===== config.mk =====
export PLATFORM = sky130hd
export DESIGN_NAME = slave_decode
export DESIGN_NICKNAME = d
export VERILOG_FILES = /design/src/rtl/xregs_pkg.sv /design/src/rtl/slave_decode.sv
export SDC_FILE = /design/constraint.sdc
export NUM_CORES = 1
export LEC_CHECK = 0
export BUFFER_PORTS_ARGS = -buffer_cell sky130_fd_sc_hd__buf_2
export CORE_MARGIN = 5
export CORE_UTILIZATION = 41
export DETAILED_ROUTE_END_ITERATION = 16
export GPL_ROUTABILITY_DRIVEN = 0
export PLACE_DENSITY = 0.83
export SLEW_MARGIN = 20
export SYNTH_ARGS = -nofsm -noshare
export SYNTH_HDL_FRONTEND = slang
export SYNTH_SLANG_ARGS = --single-unit

===== constraint.sdc =====
create_clock -name clk -period 4.8 [get_ports clk]
set_clock_uncertainty 0.15 [all_clocks]
set_input_delay 0.24 -clock clk [delete_from_list [all_inputs] [get_ports clk]]
set_output_delay 0.24 -clock clk [all_outputs]
set_load 0.005 [all_outputs]

===== src/rtl/xregs_pkg.sv =====
// Shared types and helpers for the xregs register slave front end.
package xregs_pkg;

    typedef enum logic [1:0] {
        StIdle,
        StAccess,
        StRsp
    } state_t;

    // Width of the onehot() result; callers slice off the low W_CNT bits.
    localparam int unsigned MaxWords = 64;

    localparam logic RspOk  = 1'b0;
    localparam logic RspErr = 1'b1;

    function automatic logic [MaxWords-1:0] onehot(input int unsigned idx, input int unsigned cnt);
        logic [MaxWords-1:0] res;
        res = '0;
        if (idx < cnt && idx < MaxWords) begin
            res[idx] = 1'b1;
        end
        return res;
    endfunction

endpackage


===== src/rtl/slave_decode.sv =====
// Bus-side request decoder for the xregs slave: handshake, word decode, strobes and response.
// Optional write protection via RO_MASK is enabled by defining SLAVE_DECODE_WR_PROTECT_EN.
module slave_decode
    import xregs_pkg::*;
#(
    parameter int unsigned       W_WIDTH   = 32,
    parameter int unsigned       W_CNT     = 5,
    parameter int unsigned       A_WIDTH   = 8,
    parameter int unsigned       BASE_ADDR = 0,
    parameter logic [W_CNT-1:0]  RO_MASK   = '0
) (
    input  logic               clk,
    input  logic               rst_n,
    input  logic               req_valid,
    output logic               req_ready,
    input  logic               req_write,
    input  logic [A_WIDTH-1:0] req_addr,
    input  logic [W_WIDTH-1:0] req_wdata,
    output logic               rsp_valid,
    input  logic               rsp_ready,
    output logic               rsp_err,
    output logic [W_WIDTH-1:0] rsp_rdata,
    output logic               rd_req,
    output logic [W_CNT-1:0]   rd_words,
    input  logic [W_WIDTH-1:0] rd_data,
    output logic [W_CNT-1:0]   wr_words,
    output logic [W_WIDTH-1:0] wr_data
);

    localparam int unsigned IdxW = (W_CNT > 1) ? $clog2(W_CNT) : 1;
    localparam int unsigned AW1  = A_WIDTH + 1;

    state_t               state_q, state_d;
    logic                 req_ready_q;
    logic                 write_q;
    logic                 in_range_q;
    logic                 err_q, err_d;
    logic [IdxW-1:0]      idx_q;
    logic [W_WIDTH-1:0]   wdata_q;

    logic [AW1-1:0]       idx_full;
    logic                 in_range;
    logic                 accept;
    logic [MaxWords-1:0]  sel_full;
    logic [W_CNT-1:0]     sel;
    logic                 protect_hit;
    logic                 unused_sel_hi;

    // Extra top bit catches addresses below BASE_ADDR instead of letting them wrap into range.
    assign idx_full = {1'b0, req_addr} - AW1'(BASE_ADDR);
    assign in_range = !idx_full[A_WIDTH] && (idx_full < AW1'(W_CNT));
    assign accept   = (state_q == StIdle) && req_ready_q && req_valid;

    assign sel_full      = onehot({{(32 - IdxW){1'b0}}, idx_q}, W_CNT);
    assign sel           = sel_full[W_CNT-1:0];
    assign unused_sel_hi = ^sel_full[MaxWords-1:W_CNT];

`ifdef SLAVE_DECODE_WR_PROTECT_EN
    assign protect_hit = write_q && |(sel & RO_MASK);
`else
    logic unused_ro_mask;
    assign unused_ro_mask = ^RO_MASK;
    assign protect_hit    = 1'b0;
`endif

    always_comb begin
        state_d   = state_q;
        err_d     = err_q;
        rd_req    = 1'b0;
        rd_words  = '0;
        wr_words  = '0;
        rsp_valid = 1'b0;
        rsp_err   = 1'b0;
        rsp_rdata = '0;
        unique case (state_q)
            StIdle: begin
                if (accept) begin
                    state_d = StAccess;
                end
            end
            StAccess: begin
                err_d = (!in_range_q || protect_hit) ? RspErr : RspOk;
                if (in_range_q && !write_q) begin
                    rd_req   = 1'b1;
                    rd_words = sel;
                end
                if (in_range_q && write_q && !protect_hit) begin
                    wr_words = sel;
                end
                state_d = StRsp;
            end
            StRsp: begin
                rsp_valid = 1'b1;
                rsp_err   = err_q;
                // Read mux holds its registered output until the next rd_req, so this stays stable.
                if (err_q == RspOk && !write_q) begin
                    rsp_rdata = rd_data;
                end
                if (rsp_ready) begin
                    state_d = StIdle;
                end
            end
            default: state_d = StIdle;
        endcase
    end

    always_ff @(posedge clk or negedge rst_n) begin
        if (!rst_n) begin
            state_q     <= StIdle;
            req_ready_q <= 1'b0;
            write_q     <= 1'b0;
            in_range_q  <= 1'b0;
            err_q       <= RspOk;
            idx_q       <= '0;
            wdata_q     <= '0;
        end else begin
            state_q     <= state_d;
            // Registered ready keeps req_ready low while in reset and mirrors the IDLE state after.
            req_ready_q <= (state_d == StIdle);
            err_q       <= err_d;
            if (accept) begin
                write_q    <= req_write;
                in_range_q <= in_range;
                idx_q      <= idx_full[IdxW-1:0];
                if (req_write) begin
                    wdata_q <= req_wdata;
                end
            end
        end
    end

    assign req_ready = req_ready_q;
    assign wr_data   = wdata_q;

endmodule


==> flow_summary.json, run 1 <==
{
  "outcome": "completed",
  "muxShareOfSynthArea_pct": 21.0,
  "cp-start-kind": "flip-flop",
  "core_um2": 4380,
  "synth_xor_area_share_pct": 0,
  "crit_path_max_fanout": 32,
  "dr_total_vias": 1673,
  "grt_max_degree": 42,
  "ys_warn_count": 0,
  "die_w_um": 77.6,
  "drive_gt1_share_pct": 62.8,
  "via_per_inst": 4.63,
  "cts_tree": "built",
  "cpPeakStageDelay_ns": 0.59,
  "setup_violations": 0,
  "synth_top_family_by_area": "multiplexers",
  "floorplan.initialDensity_pct": 42.8,
  "grt-ovfl-total": 0,
  "dpl.hpwl_um": 3900,
  "slowest_stage": "nor3_4",
  "cts.htree.levels": 2,
  "ys_ff_latch": 41,
  "antenna_found_initial": 0,
  "timing.final.max_slew_violations": 0,
  "hold_depth": 2,
  "antenna-diode-count": 0,
  "syn_to_final_growth_pct": 47.7,
  "hold_viol_final": 0,
  "hp-class": "in2reg",
  "layout.nets": 385,
  "clock_sinks": 41,
  "grt_pass1_wl_um": 8240,
  "r2r_start": "state_q[1]$_DFF_PN0_",
  "hold_start": "req_wdata[28]",
  "cts-root-buf": "clkbuf_8",
  "drtIter0Drc": 42,
  "rr_worst_depth": 3,
  "ff2ff_setup_slack_ns": 2.99,
  "p_total_mw": 1.35,
  "cp_cell_sequence": "nand2b_1 > nor3_4 > and2_1 > buf_2",
  "syn-cell-area_um2": 1880,
  "die-area_um2": 6030,
  "min_to": "wr_data[28]$_DFFE_PN0P_",
  "syn-num-nets": 230,
  "syn-instance-count": 153,
  "busiest_layer": "met2",
  "fin_crit_ns": 2.21,
  "grtUsageMet1_pct": 17.4,
  "numCtsBuffers": 5,
  "placed_cell_area_um2": 2660,
  "fin_crit_sh_pct": 46.1,
  "rsz0062_at_grt": "no",
  "p_leak_nw": 1.54,
  "dr.pass1.iters": 4,
  "die_height_um": 77.6,
  "grt_use_met3_pct": 7.06,
  "yosysUniqueCellTypes": 20,
  "holdWs_ns": 0.0165,
  "yosys.area_share.simple_pct": 19.1,
  "power_density_nw_per_um2": 488,
  "ys_seq_area_share_pct": 54.7,
  "ios": 155,
  "worst_pin_slew_ns": 0.889,
  "slew_headroom_pct": 40.7,
  "synth_adder_area_share_pct": 0,
  "grtUsageTotal_pct": 16.6,
  "ant_nets": 0,
  "worstPathArrival_ns": 1.82,
  "met2_usage_pct": 29.7,
  "avgSynthCellArea_um2": 12.3,
  "io_buffer_count": 154,
  "row_count": 24,
  "wl_per_cell_um": 13.6,
  "worst-setup-path-type": "reg2out",
  "worstSkewPairLatency_ns": 0.28,
  "cts.clk_slew.worst_paths_ns": 0.08,
  "critical_path_required_ns": 4.41,
  "drt-total-wl_um": 4920,
  "final_cell_area_um2": 2770,
  "cap_violations": 0,
  "final_util_pct": 63.2,
  "max-vdd-ir-drop_v": 0.000339,
  "drc": 0,
  "synth-compound-area-share_pct": 1.33,
  "r2r-end": "wr_data[1]$_DFFE_PN0P_",
  "timing.setup.tns_ns": 0,
  "crit_path_end_kind": "output pin",
  "max_freq_mhz": 452,
  "grt_pass1_vias": 1769,
  "clockBufferDepth": 2
}
## registers in the layout, summed over array words and instances, names as in the netlist
signal / cells
write_q: 1
req_ready: 1
state_q: 2
idx_q: 3
wr_data: 32
err_q: 1
in_range_q: 1
## cell type report
cell class	instances	area, um^2
multi-input combinational	100	790
timing repair buffer	156	791
clock inverter	1	7.51
sequential	41	1030
clock buffer	7	76.3
tap	52	65.1
fill	368	1610
inverter	4	15.0
## cells in the mapped netlist, drive strengths merged
| library cell | n | area share [%] |
|---|---|---|
| nand3 | 2 | 0.53 |
| and4bb | 1 | 0.67 |
| buf | 4 | 2.2 |
| nor2b | 1 | 0.33 |
| nor2 | 6 | 1.2 |
| and2 | 33 | 11 |
| nand2 | 3 | 1.0 |
| o21ai | 5 | 1.3 |
| mux2 | 35 | 21 |
| clkbuf | 4 | 0.80 |
| nand4 | 2 | 0.67 |
| dfrtp | 41 | 55 |
| nor3 | 6 | 1.6 |
| inv | 4 | 0.80 |
| nand2b | 3 | 1.0 |
| nor4 | 2 | 0.67 |
| or3b | 1 | 0.47 |
## power breakdown
part | internal (mW) | switching [mW]
Clock | 0.103 | 0.112
Sequential | 0.516 | 0.106
Combinational | 0.303 | 0.211
Total | 0.922 | 0.429
## cells in the final DEF, fill, tap and decap left out
cell type	instances
dlygate4sd3_1	2
nand2_4	1
nor2_1	6
nand3_1	2
o21ai_0	5
and4bb_2	1
and2_1	33
clkbuf_1	2
or3b_2	1
nor3_4	1
nor4_1	2
nand2b_1	3
buf_2	154
mux2_1	5
dfrtp_1	41
clkinvlp_4	1
nand2_1	2
nor3_1	5
clkbuf_8	5
nor2b_1	1
inv_1	4
nand4_1	2
mux2_2	30
## metal layers
metal  part of all wire [%]  wire length (um)
met4                   0.59                29
met1                     36              1770
met3                     13               636
met5                      0                 0
met2                     50              2490
## worst max path at each step
| stage | from | endpoint | slack (ns) | depth (start not counted) |
|---|---|---|---|---|
| 5_1_grt | state_q[0]$_DFF_PN0_ | rsp_rdata[31] | 2.35 | 4 |
| 2_1_floorplan | state_q[1]$_DFF_PN0_ | wr_data[24]$_DFFE_PN0P_ | 3.21 | 5 |
| 3_5_place_dp | state_q[0]$_DFF_PN0_ | rsp_rdata[29] | 2.54 | 4 |
| 6_report | state_q[0]$_DFF_PN0_ | rsp_rdata[29] | 2.59 | 4 |
| 4_1_cts | state_q[0]$_DFF_PN0_ | rsp_rdata[29] | 2.22 | 4 |
| 3_3_place_gp | state_q[0]$_DFF_PN0_ | rsp_rdata[29] | 2.65 | 4 |
## cell families after synthesis
group / Yosys count
buf+inv: 12
simple gates: 60
compound gates: 5
mux: 35
flops: 41
## critical path, delay by kind of cell, from the launching register on
kind | cells | cell delay [ns]
buffers and inverters | 1 | 0.11
DFF | 1 | 0.39
and+or+nand+nor | 3 | 1.03
## timing repair
item,in CTS,in global routing
endpoints found under the hold margin,42,0
gates resized for setup,0,0
setup buffers,0,0
hold buffers,2,0
## metrics by stage
stage               std cells  setup WS, ns
floorplan                 153          3.21
global placement          351          2.65
detailed placement        351          2.54
CTS                       361          2.22
global route              361          2.35
finish                    361          2.59
Power figures use the tool's default switching activity.
==> run 2: changes to the inputs <==
CORE_UTILIZATION = 35   (was 41)
PLACE_DENSITY = 0.76   (was 0.83)
clock period = 1.9 ns   (was 4.8 ns; I/O delays follow)
==> flow_summary.json, run 2 (same netlist as run 1, synthesis figures left out) <==
{
  "outcome": "completed",
  "hold_viol_final": 0,
  "seq_area_um2": 1030,
  "clockBufferDepth": 2,
  "grt_max_degree": 42,
  "die_height_um": 83.2,
  "drc": 0,
  "fin_crit_sh_pct": 91.5,
  "p_leak_nw": 1.73,
  "drive_gt1_share_pct": 56.6,
  "cts_setup_buffers": 0,
  "final_util_pct": 62.0,
  "hold_start": "req_valid",
  "timing.final.max_slew_violations": 0,
  "largest_reg_flops": 32,
  "rr_worst_depth": 3,
  "p_total_mw": 3.55,
  "grtUsageTotal_pct": 17.5,
  "max-vdd-ir-drop_v": 0.000679,
  "worst-setup-path-type": "reg2out",
  "cts.clk_slew.worst_paths_ns": 0.07,
  "layout_common_cells": "buf_2, dfrtp_1, dlygate4sd3_1",
  "dr.pass1.iters": 4,
  "grt_use_met3_pct": 7.72,
  "r2r_start": "state_q[1]$_DFF_PN0_",
  "crit_path_max_fanout": 32,
  "io_buffer_count": 154,
  "power_density_nw_per_um2": 1110,
  "multiInputGateArea_um2": 786,
  "max_freq_mhz": 576,
  "grtUsageMet1_pct": 17.0,
  "core_um2": 5170,
  "fin_crit_ns": 1.74,
  "grt_pass1_wl_um": 9870,
  "die_w_um": 83.2,
  "die-area_um2": 6920,
  "worstSkewPairLatency_ns": 0.28,
  "setup_violations": 0,
  "ant_nets": 0,
  "cp_cell_sequence": "nand2b_1 > nor3_2 > buf_6 > and2_1 > buf_2",
  "grt-ovfl-total": 0,
  "cap_violations": 0,
  "grt_pass1_vias": 2070,
  "cts.htree.levels": 2,
  "drtIter0Drc": 80,
  "busiest_layer": "met2",
  "hp-class": "in2reg",
  "ios": 155,
  "drt-total-wl_um": 6020,
  "worst_pin_slew_ns": 0.511,
  "stdcell_count": 420,
  "timing.setup.tns_ns": 0,
  "timing.final.ws_setup_ns": 0.162,
  "slew_headroom_pct": 65.9,
  "floorplan.initialDensity_pct": 36.3,
  "cpPeakStageDelay_ns": 0.40,
  "met2_usage_pct": 32.4,
  "antenna-diode-count": 0,
  "dpl.hpwl_um": 4070,
  "layout.nets": 427,
  "row_count": 26,
  "syn_to_final_growth_pct": 71.0,
  "hold_depth": 3,
  "startpoint": "state_q[0]$_DFF_PN0_",
  "cts-root-buf": "clkbuf_8",
  "final_common_cell": "buf_2",
  "dp.cells": 372,
  "rsz0062_at_grt": "no",
  "antenna_found_initial": 1,
  "wl_per_cell_um": 14.3,
  "via_per_inst": 4.55,
  "pre_cts_ws_ns": 0.197,
  "crit_path_end_kind": "output pin",
  "cts_tree": "built",
  "nFillCells": 434,
  "slowest_stage": "dfrtp_1",
  "dr_total_vias": 1909,
  "clock_sinks": 41,
  "cp-start-kind": "flip-flop",
  "critical_path_required_ns": 1.65,
  "worstPathArrival_ns": 1.49,
  "numCtsBuffers": 5
}
run 2: per-stage QoR:
| stage | instance area [um^2] | hold slack [ns] |
|---|---|---|
| floorplan | 1880 | -0.351 |
| global placement | 2710 | 0.0315 |
| detailed placement | 2710 | 0.0455 |
| CTS | 3200 | 0.214 |
| global route | 3210 | 0.227 |
| finish | 3210 | 0.215 |
run 2: final cells by class:
| class | instances | share of cell area [%] |
|---|---|---|
| multi-input combinational | 100 | 24.5 |
| sequential | 41 | 32.0 |
| inverter | 4 | 0.468 |
| clock buffer | 7 | 2.69 |
| tap | 70 | 2.73 |
| timing repair buffer | 198 | 37.6 |
run 2: path summary, 6_finish.rpt:
kind | to | slack [ns]
setup / recovery | rsp_rdata[3] | 0.16
hold / removal | state_q[0]$_DFF_PN0_ | 0.21
setup reg to reg | wr_data[31]$_DFFE_PN0P_ | 0.19
hold reg to reg | wr_data[1]$_DFFE_PN0P_ | 0.35
max in group asynchronous | wr_data[19]$_DFFE_PN0P_ | 0.98
min in group asynchronous | wr_data[25]$_DFFE_PN0P_ | 0.27
run 2: critical path: cells and delay by family, from the launching register on:
| kind | cells | cell delay, ns |
|---|---|---|
| buf+inv | 2 | 0.31 |
| flops | 1 | 0.40 |
| simple gates | 3 | 0.50 |
run 2: metal layers:
metal | share of wire [%] | wire length [um]
met3 | 11 | 667
met2 | 51 | 3080
met4 | 3.1 | 186
met1 | 35 | 2080
met5 | 0.22 | 13
run 2: where the power goes:
part	switching (mW)	total [mW]	internal [mW]	leakage, nW
Combinational	0.567	1.41	0.839	1.19
Clock	0.275	0.563	0.288	0.0443
Sequential	0.278	1.58	1.30	0.490
run 2: what timing repair did:
action                                  4_1_cts  5_1_grt
endpoints found under the setup margin        0       13
hold buffers                                 41        0
resized for setup                             0        2
endpoints found under the hold margin        79        0
==> run 3: changes to the inputs <==
clock period = 1.5 ns   (was 1.9 ns; I/O delays follow)
==> flow_summary.json, run 3 (same netlist as run 1, synthesis figures left out) <==
{
  "dpl.hpwl_um": 4180,
  "die-area_um2": 6920,
  "dp.cells": 378,
  "p_total_mw": 5.37,
  "die_w_um": 83.2,
  "rsz0062_at_grt": "yes",
  "timing.setup.tns_ns": -13.75,
  "setup_violations": 76,
  "numCtsBuffers": 5,
  "syn_to_final_growth_pct": 99.9,
  "grt_pass1_vias": 2318,
  "largest_reg_flops": 32,
  "placed_cell_area_um2": 2790,
  "worstSkewPairLatency_ns": 0.28,
  "max_freq_mhz": 549,
  "r2r_start": "state_q[1]$_DFF_PN0_",
  "timing.final.max_slew_violations": 0,
  "r2r-end": "wr_data[1]$_DFFE_PN0P_",
  "p_sw_mw": 1.79,
  "crit_path_max_fanout": 8,
  "grt_pass1_wl_um": 11200,
  "pre_cts_ws_ns": -0.0607,
  "core_um2": 5170,
  "p_leak_nw": 1.91,
  "holdWs_ns": 0.134,
  "fin_crit_ns": 1.82,
  "critical_path_required_ns": 1.27,
  "ios": 155,
  "final_common_cell": "buf_2",
  "antenna_found_initial": 0,
  "cp-start-kind": "flip-flop",
  "wl_per_cell_um": 16.4,
  "final_util_pct": 72.5,
  "power_density_nw_per_um2": 1430,
  "cpPeakStageDelay_ns": 0.38,
  "cap_violations": 0,
  "max-vdd-ir-drop_v": 0.00115,
  "violations": "setup timing",
  "dr.pass1.iters": 4,
  "row_count": 26,
  "cts_tree": "built",
  "die_height_um": 83.2,
  "cts-root-buf": "clkbuf_8",
  "hold_viol_final": 0,
  "p_seq_share_pct": 37.1,
  "layout.nets": 446,
  "cp_cell_sequence": "buf_6 > nand2b_4 > nor3_4 > buf_6 > clkbuf_16 > and2_1 > buf_2",
  "slew_headroom_pct": 66.6,
  "via_per_inst": 4.67,
  "rr_worst_depth": 4,
  "min_to": "state_q[0]$_DFF_PN0_",
  "hp-class": "in2reg",
  "outcome": "finished, violations left",
  "drt-total-wl_um": 7210,
  "grt_max_degree": 42,
  "cts.clk_slew.worst_paths_ns": 0.07,
  "dr_total_vias": 2054,
  "p_int_mw": 3.58,
  "clock_sinks": 41,
  "stdcell_count": 440,
  "fin_crit_sh_pct": 121,
  "worstPathArrival_ns": 1.60,
  "drive_gt1_share_pct": 67.8,
  "crit_path_end_kind": "output pin",
  "slowest_stage": "dfrtp_1",
  "floorplan.initialDensity_pct": 36.3,
  "drc": 0,
  "ff2ff_setup_slack_ns": -0.10,
  "clockBufferDepth": 2,
  "grtUsageTotal_pct": 19.8,
  "layout_common_cells": "buf_2, dlygate4sd3_1, dfrtp_1",
  "clock_power_share_pct": 12.9,
  "ant_nets": 0,
  "crit_top_cell": "buf_6",
  "swShare_pct": 33.4,
  "hold_depth": 3,
  "cts.htree.levels": 2,
  "worst-setup-path-type": "reg2out",
  "comb_power_share_pct": 50.1,
  "hold_start": "req_valid",
  "antenna-diode-count": 0,
  "grt-ovfl-total": 0,
  "worst_pin_slew_ns": 0.502,
  "timing.final.ws_setup_ns": -0.321,
  "final_cell_area_um2": 3750,
  "io_buffer_count": 154,
  "drtIter0Drc": 62
}
run 3: critical path: cells and delay by family, from the launching register on:
kind,cells,cell delay (ns)
DFF,1,0.38
and+or+nand+nor,3,0.41
buffers and inverters,4,0.52
run 3: final cells by class:
class	count	area, um^2
multi-input combinational	104	1030
timing repair buffer	213	1510
sequential	41	1030
fill	328	1420
clock buffer	8	80.1
tap	70	87.6
inverter	4	15.0
run 3: worst max path at each step:
stage | startpoint | endpoint | cells past startpoint
2_1_floorplan | state_q[1]$_DFF_PN0_ | wr_data[24]$_DFFE_PN0P_ | 5
3_5_place_dp | state_q[1]$_DFF_PN0_ | wr_data[27]$_DFFE_PN0P_ | 3
6_report | state_q[0]$_DFF_PN0_ | rsp_rdata[19] | 7
5_1_grt | state_q[0]$_DFF_PN0_ | rsp_rdata[17] | 7
3_3_place_gp | state_q[0]$_DFF_PN0_ | wr_data[1]$_DFFE_PN0P_ | 3
4_1_cts | state_q[0]$_DFF_PN0_ | rsp_rdata[1] | 7
run 3: metal layers:
metal / wire [um] / global-route usage, % / vias to the layer above
li1: - / - / 950
met1: 2490 / 19.6 / 964
met2: 3780 / 36.4 / 125
met3: 766 / 7.62 / 15
met4: 174 / 8.77 / 0
met5: 0 / 0 / -
run 3: power by group through the flow:
stage               registers, mW  clock network [mW]  logic (mW)
detailed placement           1.95                   0        1.99
global placement             1.93                   0        1.92
CTS                          1.96               0.706        2.32
floorplan                    1.99                   0       0.966
global route                 2.06               0.761        2.91
finish                       1.99               0.691        2.69
run 3: what timing repair did:
item                       CTS  global route
hold endpoints to repair    79             1
gates cloned                 4             2
pin swaps                    2            16
resized for setup           11            58
hold buffers                42             1
setup endpoints to repair   79            80
buffers inserted             4             3
